## config.mk

```make
export PLATFORM = sky130hd
export DESIGN_NAME = mem_wb_skid_stage
export DESIGN_NICKNAME = d
export VERILOG_FILES = /design/src/rtl/mem_wb_skid_stage.sv
export SDC_FILE = /design/constraint.sdc
export NUM_CORES = 1
export LEC_CHECK = 0
export ABC_AREA = 1
export BUFFER_PORTS_ARGS = -buffer_cell sky130_fd_sc_hd__buf_2
export CAP_MARGIN = 25
export CORE_MARGIN = 3
export CORE_UTILIZATION = 45
export CTS_CLUSTER_DIAMETER = 120
export CTS_CLUSTER_SIZE = 20
export DETAILED_ROUTE_END_ITERATION = 8
export PLACE_DENSITY_LB_ADDON = 0.12
export SLEW_MARGIN = 15
export SYNTH_ARGS = -nofsm -noshare
export SYNTH_HDL_FRONTEND = slang
export SYNTH_SLANG_ARGS = --single-unit
```

## constraint.sdc

```tcl
create_clock -name clock -period 1.2 [get_ports clock]
set_input_delay 0.06 -clock clock [delete_from_list [all_inputs] [get_ports clock]]
set_output_delay 0.06 -clock clock [all_outputs]
set_load 0.01 [all_outputs]
```

## src/rtl/mem_wb_skid_stage.sv

```systemverilog
// Memory-to-writeback pipeline register with a two-entry skid buffer, flush and registered in_ready.
// Optional build macro MEM_WB_NOP_BUBBLE_EN: forces NOP/zero onto out_* whenever out_valid is low.
module mem_wb_skid_stage #(
   parameter int                DATA_W   = 32,
   parameter int                INSN_W   = 32,
   parameter logic [INSN_W-1:0] NOP_INSN = '0
) (
   input  logic              clock,
   input  logic              reset,
   input  logic              flush,
   input  logic              in_valid,
   output logic              in_ready,
   input  logic [DATA_W-1:0] in_alu,
   input  logic [DATA_W-1:0] in_dmem,
   input  logic [INSN_W-1:0] in_insn,
   output logic              out_valid,
   input  logic              out_ready,
   output logic [DATA_W-1:0] out_alu,
   output logic [DATA_W-1:0] out_dmem,
   output logic [INSN_W-1:0] out_insn,
   output logic [1:0]        occupancy,
   output logic [1:0]        state_dbg
);

`ifdef MEM_WB_NOP_BUBBLE_EN
   localparam bit bubble_en = 1'b1;
`else
   localparam bit bubble_en = 1'b0;
`endif

   typedef struct packed {
      logic [DATA_W-1:0] alu;
      logic [DATA_W-1:0] dmem;
      logic [INSN_W-1:0] insn;
   } entry_t;

   typedef enum logic [1:0] {
      ST_EMPTY = 2'd0,
      ST_ONE   = 2'd1,
      ST_FULL  = 2'd2
   } state_t;

   state_t     state_q, state_d;
   entry_t     m_q, m_d;
   entry_t     s_q, s_d;
   logic       in_ready_q, in_ready_d;
   logic       out_valid_q, out_valid_d;
   logic [1:0] occ_q, occ_d;
   entry_t     in_entry;
   logic       accept;
   logic       retire;

   // Handshake: an entry moves on a rising edge where valid and ready are both high; valid never
   // waits on ready, and in_ready/out_valid/occupancy come straight from flops.
   assign in_entry = {in_alu, in_dmem, in_insn};
   assign accept   = in_valid & in_ready_q;
   assign retire   = out_valid_q & out_ready;

   always_comb begin
      state_d = state_q;
      m_d     = m_q;
      s_d     = s_q;
      if (flush) begin
         state_d = ST_EMPTY;
      end else begin
         case (state_q)
            ST_EMPTY: begin
               if (accept) begin
                  m_d     = in_entry;
                  state_d = ST_ONE;
               end
            end
            ST_ONE: begin
               if (accept && retire) begin
                  m_d = in_entry;
               end else if (accept) begin
                  s_d     = in_entry;
                  state_d = ST_FULL;
               end else if (retire) begin
                  state_d = ST_EMPTY;
               end
            end
            ST_FULL: begin
               if (retire) begin
                  m_d     = s_q;
                  state_d = ST_ONE;
               end
            end
            default: state_d = ST_EMPTY;
         endcase
      end
      // Status flops are a pure function of the next state, so they never see an input combinationally.
      in_ready_d  = (state_d != ST_FULL);
      out_valid_d = (state_d != ST_EMPTY);
      occ_d       = state_d;
   end

   always_ff @(posedge clock) begin
      if (reset) begin
         state_q     <= ST_EMPTY;
         m_q         <= '0;
         s_q         <= '0;
         in_ready_q  <= 1'b1;
         out_valid_q <= 1'b0;
         occ_q       <= 2'd0;
      end else begin
         state_q     <= state_d;
         m_q         <= m_d;
         s_q         <= s_d;
         in_ready_q  <= in_ready_d;
         out_valid_q <= out_valid_d;
         occ_q       <= occ_d;
      end
   end

   assign in_ready  = in_ready_q;
   assign out_valid = out_valid_q;
   assign occupancy = occ_q;
   assign state_dbg = state_q;
   assign out_alu   = (bubble_en && !out_valid_q) ? '0 : m_q.alu;
   assign out_dmem  = (bubble_en && !out_valid_q) ? '0 : m_q.dmem;
   assign out_insn  = (bubble_en && !out_valid_q) ? NOP_INSN : m_q.insn;

endmodule

```

==> results.ini, run 1 <==
[clock_network]
clock-sinks = 196
clk_pin_slew_ns = 0.07
cts-root-buf = clkbuf_16
cts_buffers = 17
cts_tree = done
htreeDepth = 4
clock_path_buffers = 2
insertion_delay_ns = 0.43

[routing]
drtAntennaViolNets = 0
vias_per_cell = 4.754
avgRoutedWirePerCell_um = 14.21
remaining_drc_errors = 0
routed_wirelength_mm = 27.53
dr.pass1.iters = 5
initialDrtViolationCount = 615
via_count = 9208

[synth]
ys_types = 15
synth_nets = 1472
netlist_area_um2 = 8667
yosysSeqAreaShare = 0.4527
synth_cells = 1371
synthFlopType = dfxtp_1
yosys_register_bits = 196
avgSynthCellArea_um2 = 6.322
yosysWarnings = 0
synth_top_area_share = 0.4527
async_reset_ff_frac = 0
synth.largest_area_cell = dfxtp_1
synth_edf_count = 0
synth_area_leaders = dfxtp_1 (45%), nand2_1 (25%), nor2_1 (8.4%), a21oi_1 (5.6%), nand3_1 (5.6%)

[global_routing]
grt_util_all_layers = 0.2368
grt_overflow = 0
grt_pass1_vias = 8010
grt_pass1_wl_mm = 40.01
antenna_found_initial = 0
grt_max_degree = 62

[timing]
fin_skew_ns = 0.008950
setup_viol = 196
final.period_utilization = 1.129
period_needed_ns = 1.355
finalHoldWorstSlack_ns = 0.08445
fmaxAchievable_mhz = 738.0
rsz0062_at_grt = true
relSlewSlack = 0.7157
finalWorstSetupSlack_ns = -0.1550
tns_ns = -21.38
drv_slew = 0
tightest_slew_ns = 0.4265
finalHoldViolCount = 0

[die]
top_level_ports = 203
dieArea_um2 = 20960
dieWidth_um = 144.8
num_rows = 50
core_um2 = 18830
dieHeight_um = 144.8
start_util = 0.4603

[power]
ir_worst_vdd_mv = 1.030
power.density_nw_per_um2 = 1180
leakage_uw = 0.006212

[layout]
fillerInstances = 1640
regArea_um2 = 3934
multi_input_area_um2 = 4103
antennaDiodeCount = 0
drive_above_1_share = 0.2093
syn2layout_area_growth_pct = 44.28
nets = 1765

[worst_setup_path]
setup.worst_path.start_class = flop
endpoint_kind = flop
critPathMaxFanout = 24
path_class = reg -> reg
ff2ff_setup_slack_ns = -0.16
required_ns = 1.52
critical_path_arrival_ns = 1.67

[flow_run]
drv_cap = 0

[place]
hpwlAfterDp_mm = 14.44
routabilityCongestion = 0.7695
io_buffers = 202
place_ws_ns = -0.2415

[outcome]
violations = negative setup slack
status = finished with violations

[worst_hold_path]
hp-class = in -> reg

[where the power goes]
| group | internal (uW) | switching, uW |
|---|---|---|
| clock | 2770 | 2550 |
| sequential | 6810 | 158 |
| combinational | 1140 | 1350 |
| total | 10700 | 4050 |
[layer usage]
metal,share of wire,GRT usage,vias to the layer above
met5,0,0,-
met4,0.023,0.06971,0
met3,0.062,0.03746,44
met2,0.47,0.3949,304
met1,0.44,0.3178,4116
li1,-,-,4744
[critical path, stage by stage, from the launching register on]
cell,delay (ns)
dfxtp_4,0.39
inv_4,0.05
nand2_1,0.13
nand3_4,0.09
buf_12,0.17
clkbuf_16,0.20
nor2_1,0.15
nor2_1,0.06
[registers in the layout, indices dropped and copies added (netlist names)]
name / flops
in_ready: 1
occupancy: 2
out_alu: 32
out_insn: 32
s_q: 96
out_valid: 1
out_dmem: 32
[through the flow]
stage | total power [uW] | cells | instance area [um2] | util
after floorplan | 8235 | 1371 | 8758 | -
final | 14760 | 1937 | 12500 | 0.6641
after CTS | 14690 | 1919 | 11990 | 0.6366
after global placement | 9015 | 1781 | 10130 | 0.5382
after global routing | 15430 | 1937 | 12500 | 0.6641
after detailed placement | 9029 | 1781 | 10130 | 0.5382
[kinds of logic after synthesis]
family          share of synthesized area
compound gates                    0.05760
buf+inv                           0.09254
flops                              0.4527
simple gates                       0.3971
[area by class of cell]
| class | instances | area share |
|---|---|---|
| multi-input cells | 980 | 0.3281 |
| flip-flops and latches | 196 | 0.3146 |
| repair buffers | 367 | 0.2572 |
| clock buffers | 20 | 0.03652 |
| inverters | 102 | 0.03112 |
| well taps | 260 | 0.02602 |
| clock inverters | 12 | 0.006504 |
[synthesized netlist by cell type, types with 2 or more instances]
library cell    n
inv_2           3
buf_2          41
buf_4           4
nand3_1        97
nor2_4          2
clkbuf_1       42
buf_1           7
nand2_1       587
dfxtp_1       196
nor2_1        193
inv_1          99
a21oi_1        97
[cells in the final DEF, fill, tap and decap left out, types with 2 or more instances in the layout]
| cell type | netlist | routed |
|---|---|---|
| clkinv_4 | 0 | 3 |
| buf_12 | 0 | 17 |
| dlygate4sd3_1 | 0 | 96 |
| inv_4 | 0 | 2 |
| nor2_4 | 2 | 2 |
| dfxtp_4 | 0 | 2 |
| nand3_2 | 0 | 5 |
| clkbuf_8 | 0 | 2 |
| a21oi_2 | 1 | 12 |
| buf_2 | 41 | 201 |
| dfxtp_1 | 196 | 192 |
| buf_4 | 4 | 15 |
| inv_6 | 0 | 2 |
| buf_16 | 0 | 12 |
| nand2_1 | 587 | 572 |
| nand2_2 | 1 | 15 |
| a21oi_1 | 97 | 85 |
| nand3_1 | 97 | 91 |
| clkbuf_16 | 0 | 29 |
| nor2_1 | 193 | 191 |
| nor2_2 | 0 | 2 |
| clkinv_2 | 0 | 7 |
| dfxtp_2 | 0 | 2 |
| inv_1 | 99 | 98 |
| buf_6 | 0 | 12 |
| buf_8 | 0 | 2 |
[repair_timing]
action / in CTS / in global routing
gates cloned: 6 / 14
endpoints found under the hold margin: 188 / 0
endpoints found under the setup margin: 196 / 197
gates resized for setup: 30 / 43
setup buffers: 4 / 5
pin swaps: 28 / 28
hold buffers: 96 / 0
[final timing paths]
check	from	to	depth (start not counted)
max	occupancy[1]$_SDFF_PP0_	out_insn[3]$_SDFFE_PP0P_	7
min	flush	occupancy[0]$_SDFF_PP0_	6
max reg2reg	occupancy[1]$_SDFF_PP0_	out_insn[3]$_SDFFE_PP0P_	7
min reg2reg	s_q[90]$_SDFFE_PP0P_	s_q[90]$_SDFFE_PP0P_	2
No activity file was read; power rests on OpenSTA's default activity.
==> run 2: changes to the inputs <==
--- a/config.mk
+++ b/config.mk
@@ -13,6 +13,7 @@
 export CTS_CLUSTER_DIAMETER = 120
 export CTS_CLUSTER_SIZE = 20
 export DETAILED_ROUTE_END_ITERATION = 8
+export MAX_ROUTING_LAYER = met4
 export PLACE_DENSITY_LB_ADDON = 0.12
 export SLEW_MARGIN = 15
 export SYNTH_ARGS = -nofsm -noshare
==> run 2 against run 1 <==
  * The run still ends with negative setup slack left
  * Combinational power hardly changed
  * Cell area is 0.12% higher
  * Sequential share of layout area hardly changed
  * Setup slack worse by 0.0069 ns
  * Critical path depth stayed put
  * Critical path type unchanged
  * First-iteration DRC count is 0.16% higher
  * Largest cell class unchanged
  * Global-route usage is 0.70 points higher
==> results.ini, run 2 (same netlist as run 1, synthesis figures left out) <==
[clock_network]
clock-sinks = 196  ; unchanged
clk_pin_slew_ns = 0.07  ; about the same
cts-root-buf = clkbuf_16  ; unchanged
cts_buffers = 17  ; unchanged
insertion_delay_ns = 0.43  ; about the same
clock_path_buffers = 2  ; unchanged
cts_tree = done  ; unchanged
htreeDepth = 4  ; unchanged

[worst_setup_path]
critPathMaxFanout = 5  ; was 24
path_class = reg -> reg  ; unchanged
ff2ff_setup_slack_ns = -0.16  ; about the same
setup.worst_path.start_class = flop  ; unchanged
required_ns = 1.56  ; was 1.52 ns
critical_path_arrival_ns = 1.72  ; was 1.67 ns
endpoint_kind = flop  ; unchanged

[global_routing]
grt_pass1_wl_mm = 40.01  ; unchanged
antenna_found_initial = 0  ; unchanged
grt_pass1_vias = 8007  ; was 8010
grt_overflow = 0  ; unchanged
met2_usage = 0.3939  ; was 0.3949
use_met3 = 0.03451  ; was 0.03746
grt_util_all_layers = 0.2438  ; was 0.2368
grt_util_met1 = 0.3202  ; was 0.3178
grt-busiest-layer = met2  ; unchanged
grt_max_degree = 62  ; unchanged

[die]
start_util = 0.4603  ; unchanged
top_level_ports = 203  ; unchanged
dieArea_um2 = 20960  ; unchanged
num_rows = 50  ; unchanged
dieHeight_um = 144.8  ; unchanged
dieWidth_um = 144.8  ; unchanged
core_um2 = 18830  ; unchanged

[place]
routabilityCongestion = 0.7845  ; was 0.7695
dpl-instance-area_um2 = 10130  ; unchanged
io_buffers = 202  ; unchanged
dpl.cell_count = 1781  ; unchanged
hpwlAfterDp_mm = 14.44  ; unchanged

[worst_hold_path]
hp-class = in -> reg  ; unchanged

[routing]
routed_wirelength_mm = 27.78  ; was 27.53 mm
initialDrtViolationCount = 616  ; was 615
vias_per_cell = 4.780  ; was 4.754
dr.pass1.iters = 5  ; unchanged
remaining_drc_errors = 0  ; unchanged
via_count = 9268  ; was 9208
avgRoutedWirePerCell_um = 14.33  ; was 14.21 um
drtAntennaViolNets = 0  ; unchanged

[layout]
mostFrequentLayoutCells = nand2_1 (573), buf_2 (201), dfxtp_1 (192)  ; was nand2_1 (572), buf_2 (201), dfxtp_1 (192)
drive_above_1_share = 0.2104  ; was 0.2093
layout_commonest_cell = nand2_1  ; unchanged
largest_reg_flops = 96  ; unchanged
syn2layout_area_growth_pct = 44.45  ; was 44.28%
nets = 1766  ; was 1765
instances_no_fill = 1939  ; was 1937
fillerInstances = 1634  ; was 1640
regMostFlops = s_q  ; unchanged
final_cell_area_um2 = 12520  ; was 12500 um2

[timing]
tightest_slew_ns = 0.4313  ; was 0.4265 ns
fmaxAchievable_mhz = 734.3  ; was 738.0 MHz
drv_slew = 0  ; unchanged
period_needed_ns = 1.362  ; was 1.355 ns
fin_skew_ns = 0.009189  ; was 0.008950 ns
finalHoldWorstSlack_ns = 0.07916  ; was 0.08445 ns
tns_ns = -21.92  ; was -21.38 ns
finalHoldViolCount = 0  ; unchanged
finalWorstSetupSlack_ns = -0.1619  ; was -0.1550 ns
rsz0062_at_grt = true  ; unchanged
final.period_utilization = 1.135  ; was 1.129
setup_viol = 196  ; unchanged
relSlewSlack = 0.7125  ; was 0.7157

[power]
ir_worst_vdd_mv = 1.059  ; was 1.030 mV
power_uw = 14790  ; was 14760 uW
leakage_uw = 0.006216  ; was 0.006212 uW
power.density_nw_per_um2 = 1182  ; was 1180 nW/um2

[outcome]
violations = negative setup slack  ; unchanged
status = finished with violations  ; unchanged

[flow_run]
drv_cap = 0  ; unchanged

==> run 2: cell types whose count changed in the layout (fill, tap and decap cells not counted), sizes merged <==
cell    before  now
clkbuf      32   33
diode        0    1
==> run 2: per-layer routing <==
layer / vias up / wire (um)
met1: 4208 / 12480
met4: 0 / 450
met5: - / 0
li1: 4743 / -
met3: 35 / 1478
met2: 282 / 13370
==> run 2: cell type report <==
| cell class | count | area, um2 | area share |
|---|---|---|---|
| multi-input combinational | 980 | 4110 | 0.3283 |
| timing repair buffer | 368 | 3221 | 0.2572 |
| clock inverter | 12 | 81.33 | 0.006496 |
| tap | 260 | 325.3 | 0.02598 |
| antenna | 1 | 2.502 | 0.0001999 |
| sequential | 196 | 3934 | 0.3142 |
| inverter | 102 | 389.1 | 0.03108 |
| clock buffer | 20 | 456.7 | 0.03648 |
==> run 2: final timing paths <==
check,start,end,cells past startpoint
max,out_valid$_SDFF_PP0_,s_q[60]$_SDFFE_PP0P_,7
min,flush,occupancy[0]$_SDFF_PP0_,6
max reg2reg,out_valid$_SDFF_PP0_,s_q[60]$_SDFFE_PP0P_,7
min reg2reg,s_q[93]$_SDFFE_PP0P_,s_q[93]$_SDFFE_PP0P_,2
==> run 2: per-stage QoR <==
stage / utilization / setup WS, ns
4_1_cts: 0.6366 / -0.1420
5_1_grt: 0.6647 / -0.2195
6_report: 0.6649 / -0.1619
3_5_place_dp: 0.5382 / -0.2415
2_1_floorplan: - / -0.03223
3_3_place_gp: 0.5382 / -0.2009
==> run 2: critical path, stage by stage (launching register included) <==
cell and delay, ns:
dfxtp_2 0.32, buf_6 0.11, a21oi_4 0.18, buf_6 0.19
buf_12 0.13, clkbuf_16 0.15, nand3_1 0.07, a21oi_1 0.14
==> run 2: power breakdown <==
part           internal, uW  total [uW]  switching [uW]
sequential             6800        6960             159
combinational          1140        2490            1350
clock                  2770        5340            2570
==> run 2: repair_timing <==
action / 4_1_cts / 5_1_grt
endpoints found under the setup margin: 196 / 197
endpoints found under the hold margin: 188 / 0
setup buffers: 4 / 5
cloned: 6 / 15
pin swaps: 28 / 25
gates resized for setup: 30 / 40
hold buffers: 96 / 0
==> run 3: changes to the inputs <==
==> constraint.sdc (replaced) <==
create_clock -name clock -period 1.2 [get_ports clock]
set_input_delay 0.12 -clock clock [delete_from_list [all_inputs] [get_ports clock]]
set_output_delay 0.12 -clock clock [all_outputs]
set_load 0.01 [all_outputs]
==> run 3 against run 2 <==
  * The run still ends with negative setup slack left
  * Sequential power is essentially flat
  * Non-clock buffer count grew 18
  * Wire length up 7.3%
  * Combinational power grew 8%
  * Worst hold slack worse by 0.056 ns
  * Register-to-register slack worse by 0.06 ns
  * Highest routed layer unchanged
  * Count of clock-buffer cells in the layout unchanged
  * Critical endpoint is now s_q[22]$_SDFFE_PP0P_
  * Global-route usage barely moved
==> results.ini, run 3 (same netlist as run 1, synthesis figures left out) <==
[clock_network]
htreeDepth = 4  ; unchanged
cts_buffers = 17  ; unchanged
insertion_delay_ns = 0.45  ; was 0.43 ns
clk_pin_slew_ns = 0.07  ; about the same
clock-sinks = 196  ; unchanged
cts-root-buf = clkbuf_16  ; unchanged
cts_tree = done  ; unchanged
clock_path_buffers = 2  ; unchanged

[layout]
fillerInstances = 1504  ; was 1634
final_cell_area_um2 = 13400  ; was 12520 um2
drive_above_1_share = 0.2799  ; was 0.2104
layout_commonest_cell = nand2_1  ; unchanged
syn2layout_area_growth_pct = 54.66  ; was 44.45%
regMostFlops = s_q  ; unchanged
regArea_um2 = 3934  ; unchanged
instances_no_fill = 1957  ; was 1939
largest_reg_flops = 96  ; unchanged
fin_util = 0.7118  ; was 0.6649
mostFrequentLayoutCells = nand2_1 (510), buf_2 (197), dfxtp_1 (192)  ; was nand2_1 (573), buf_2 (201), dfxtp_1 (192)
antennaDiodeCount = 0  ; was 1
multi_input_area_um2 = 4601  ; was 4110 um2
nets = 1785  ; was 1766

[routing]
vias_per_cell = 4.913  ; was 4.780
remaining_drc_errors = 0  ; unchanged
initialDrtViolationCount = 570  ; was 616
dr.pass1.iters = 5  ; unchanged
via_count = 9615  ; was 9268
avgRoutedWirePerCell_um = 15.24  ; was 14.33 um
routed_wirelength_mm = 29.82  ; was 27.78 mm
drtAntennaViolNets = 0  ; unchanged

[power]
ir_worst_vdd_mv = 1.101  ; was 1.059 mV
power.density_nw_per_um2 = 1161  ; was 1182 nW/um2
leakage_uw = 0.006439  ; was 0.006216 uW

[place]
routabilityCongestion = 0.7784  ; was 0.7845
io_buffers = 202  ; unchanged
place_ws_ns = -0.2575  ; was -0.2415 ns
dpl-instance-area_um2 = 10130  ; unchanged
dpl.cell_count = 1781  ; unchanged
hpwlAfterDp_mm = 14.64  ; was 14.44 mm

[worst_setup_path]
critical_path_arrival_ns = 1.73  ; was 1.72 ns
critPathSlowestCell = dfxtp_4  ; was dfxtp_2
crit_start = occupancy[1]$_SDFF_PP0_  ; was out_valid$_SDFF_PP0_
critPathMaxFanout = 6  ; was 5
setup.worst_path.start_class = flop  ; unchanged
r2r_start = occupancy[1]$_SDFF_PP0_  ; was out_valid$_SDFF_PP0_
r2r_cells = 9  ; was 7
path_cells = inv_4 > nand2_2 > nor2_4 > buf_6 > nand2_8 > buf_6 > buf_6 > nand2_1 > a21oi_1  ; was buf_6 > a21oi_4 > buf_6 > buf_12 > clkbuf_16 > nand3_1 > a21oi_1
required_ns = 1.51  ; was 1.56 ns
critPathMostFrequentCell = buf_6  ; unchanged
endpoint_kind = flop  ; unchanged
max_stage_delay_ns = 0.37  ; was 0.32 ns
path_class = reg -> reg  ; unchanged

[global_routing]
grt_util_all_layers = 0.2438  ; about the same
antenna_found_initial = 0  ; unchanged
grt_pass1_vias = 8108  ; was 8007
grt_max_degree = 61  ; was 62
grt_pass1_wl_mm = 39.90  ; was 40.01 mm
grt_overflow = 0  ; unchanged

[worst_hold_path]
hp-class = in -> reg  ; unchanged
min_from = reset  ; was flush
whs_path_depth = 3  ; was 6

[die]
num_rows = 50  ; unchanged
top_level_ports = 203  ; unchanged
dieWidth_um = 144.8  ; unchanged
core_um2 = 18830  ; unchanged
dieArea_um2 = 20960  ; unchanged
dieHeight_um = 144.8  ; unchanged
start_util = 0.4603  ; unchanged

[timing]
final.period_utilization = 1.187  ; was 1.135
period_needed_ns = 1.424  ; was 1.362 ns
setup_viol = 196  ; unchanged
drv_slew = 0  ; unchanged
finalWorstSetupSlack_ns = -0.2244  ; was -0.1619 ns
tightest_slew_ns = 0.5237  ; was 0.4313 ns
fin_skew_ns = 0.01189  ; was 0.009189 ns
tns_ns = -27.38  ; was -21.92 ns
fmaxAchievable_mhz = 702.1  ; was 734.3 MHz
relSlewSlack = 0.6509  ; was 0.7125
rsz0062_at_grt = true  ; unchanged
finalHoldViolCount = 0  ; unchanged

[outcome]
violations = negative setup slack  ; unchanged
status = finished with violations  ; unchanged

[flow_run]
drv_cap = 0  ; unchanged

run 3: cell count changes in the layout (fill, tap and decap cells not counted), sizes merged:
cell	delta
diode	-1
nand2	+1
buf	+10
clkinv	-6
inv	+2
clkinvlp	+2
bufbuf	+1
clkbuf	+7
bufinv	+2
run 3: worst paths after layout:
kind	to	slack, ns
worst max-delay path	s_q[22]$_SDFFE_PP0P_	-0.22
worst min register to register	s_q[84]$_SDFFE_PP0P_	0.46
worst max register to register	s_q[22]$_SDFFE_PP0P_	-0.22
worst min-delay path	in_ready$_SDFF_PP1_	0.02
run 3: layout make-up:
type                            instances  share of cell area
Clock buffer                           20             0.03407
Clock inverter                         12             0.01083
Inverter                              102             0.02922
Multi-Input combinational cell        981              0.3432
Sequential cell                       196              0.2935
Tap cell                              260             0.02427
Timing Repair Buffer                  386              0.2649
run 3: layer usage:
metal  part of all wire  GRT usage  up-vias
met5                  0          -        -
met4              0.020    0.07216        0
met3              0.061    0.03155       53
li1                   -          -     4797
met1               0.43     0.3167     4397
met2               0.49     0.3993      368
run 3: through the flow:
step,hold WS [ns],power [uW]
6_report,0.02276,15570
5_1_grt,0.03138,16190
4_1_cts,0.03299,15230
3_5_place_dp,0.4082,9028
3_3_place_gp,0.4068,9020
2_1_floorplan,0.2846,8235
run 3: power by group:
part	switching [uW]	internal [uW]
Clock	2690	3230
Sequential	167	6800
Combinational	1440	1230
run 3: timing repair:
action | 4_1_cts | 5_1_grt
pin swaps | 43 | 71
endpoints found under the setup margin | 200 | 200
buffers inserted | 3 | 9
gates cloned | 6 | 30
resized for setup | 37 | 189
hold buffers | 96 | 0
hold endpoints to repair | 100 | 0
run 3: critical path, delay by kind of cell (launching register included):
kind                   cells  cell delay, ns
DFF                        1            0.37
and+or+nand+nor            4            0.36
buffers and inverters      4            0.52
AOI/OAI and AO/OA          1            0.06
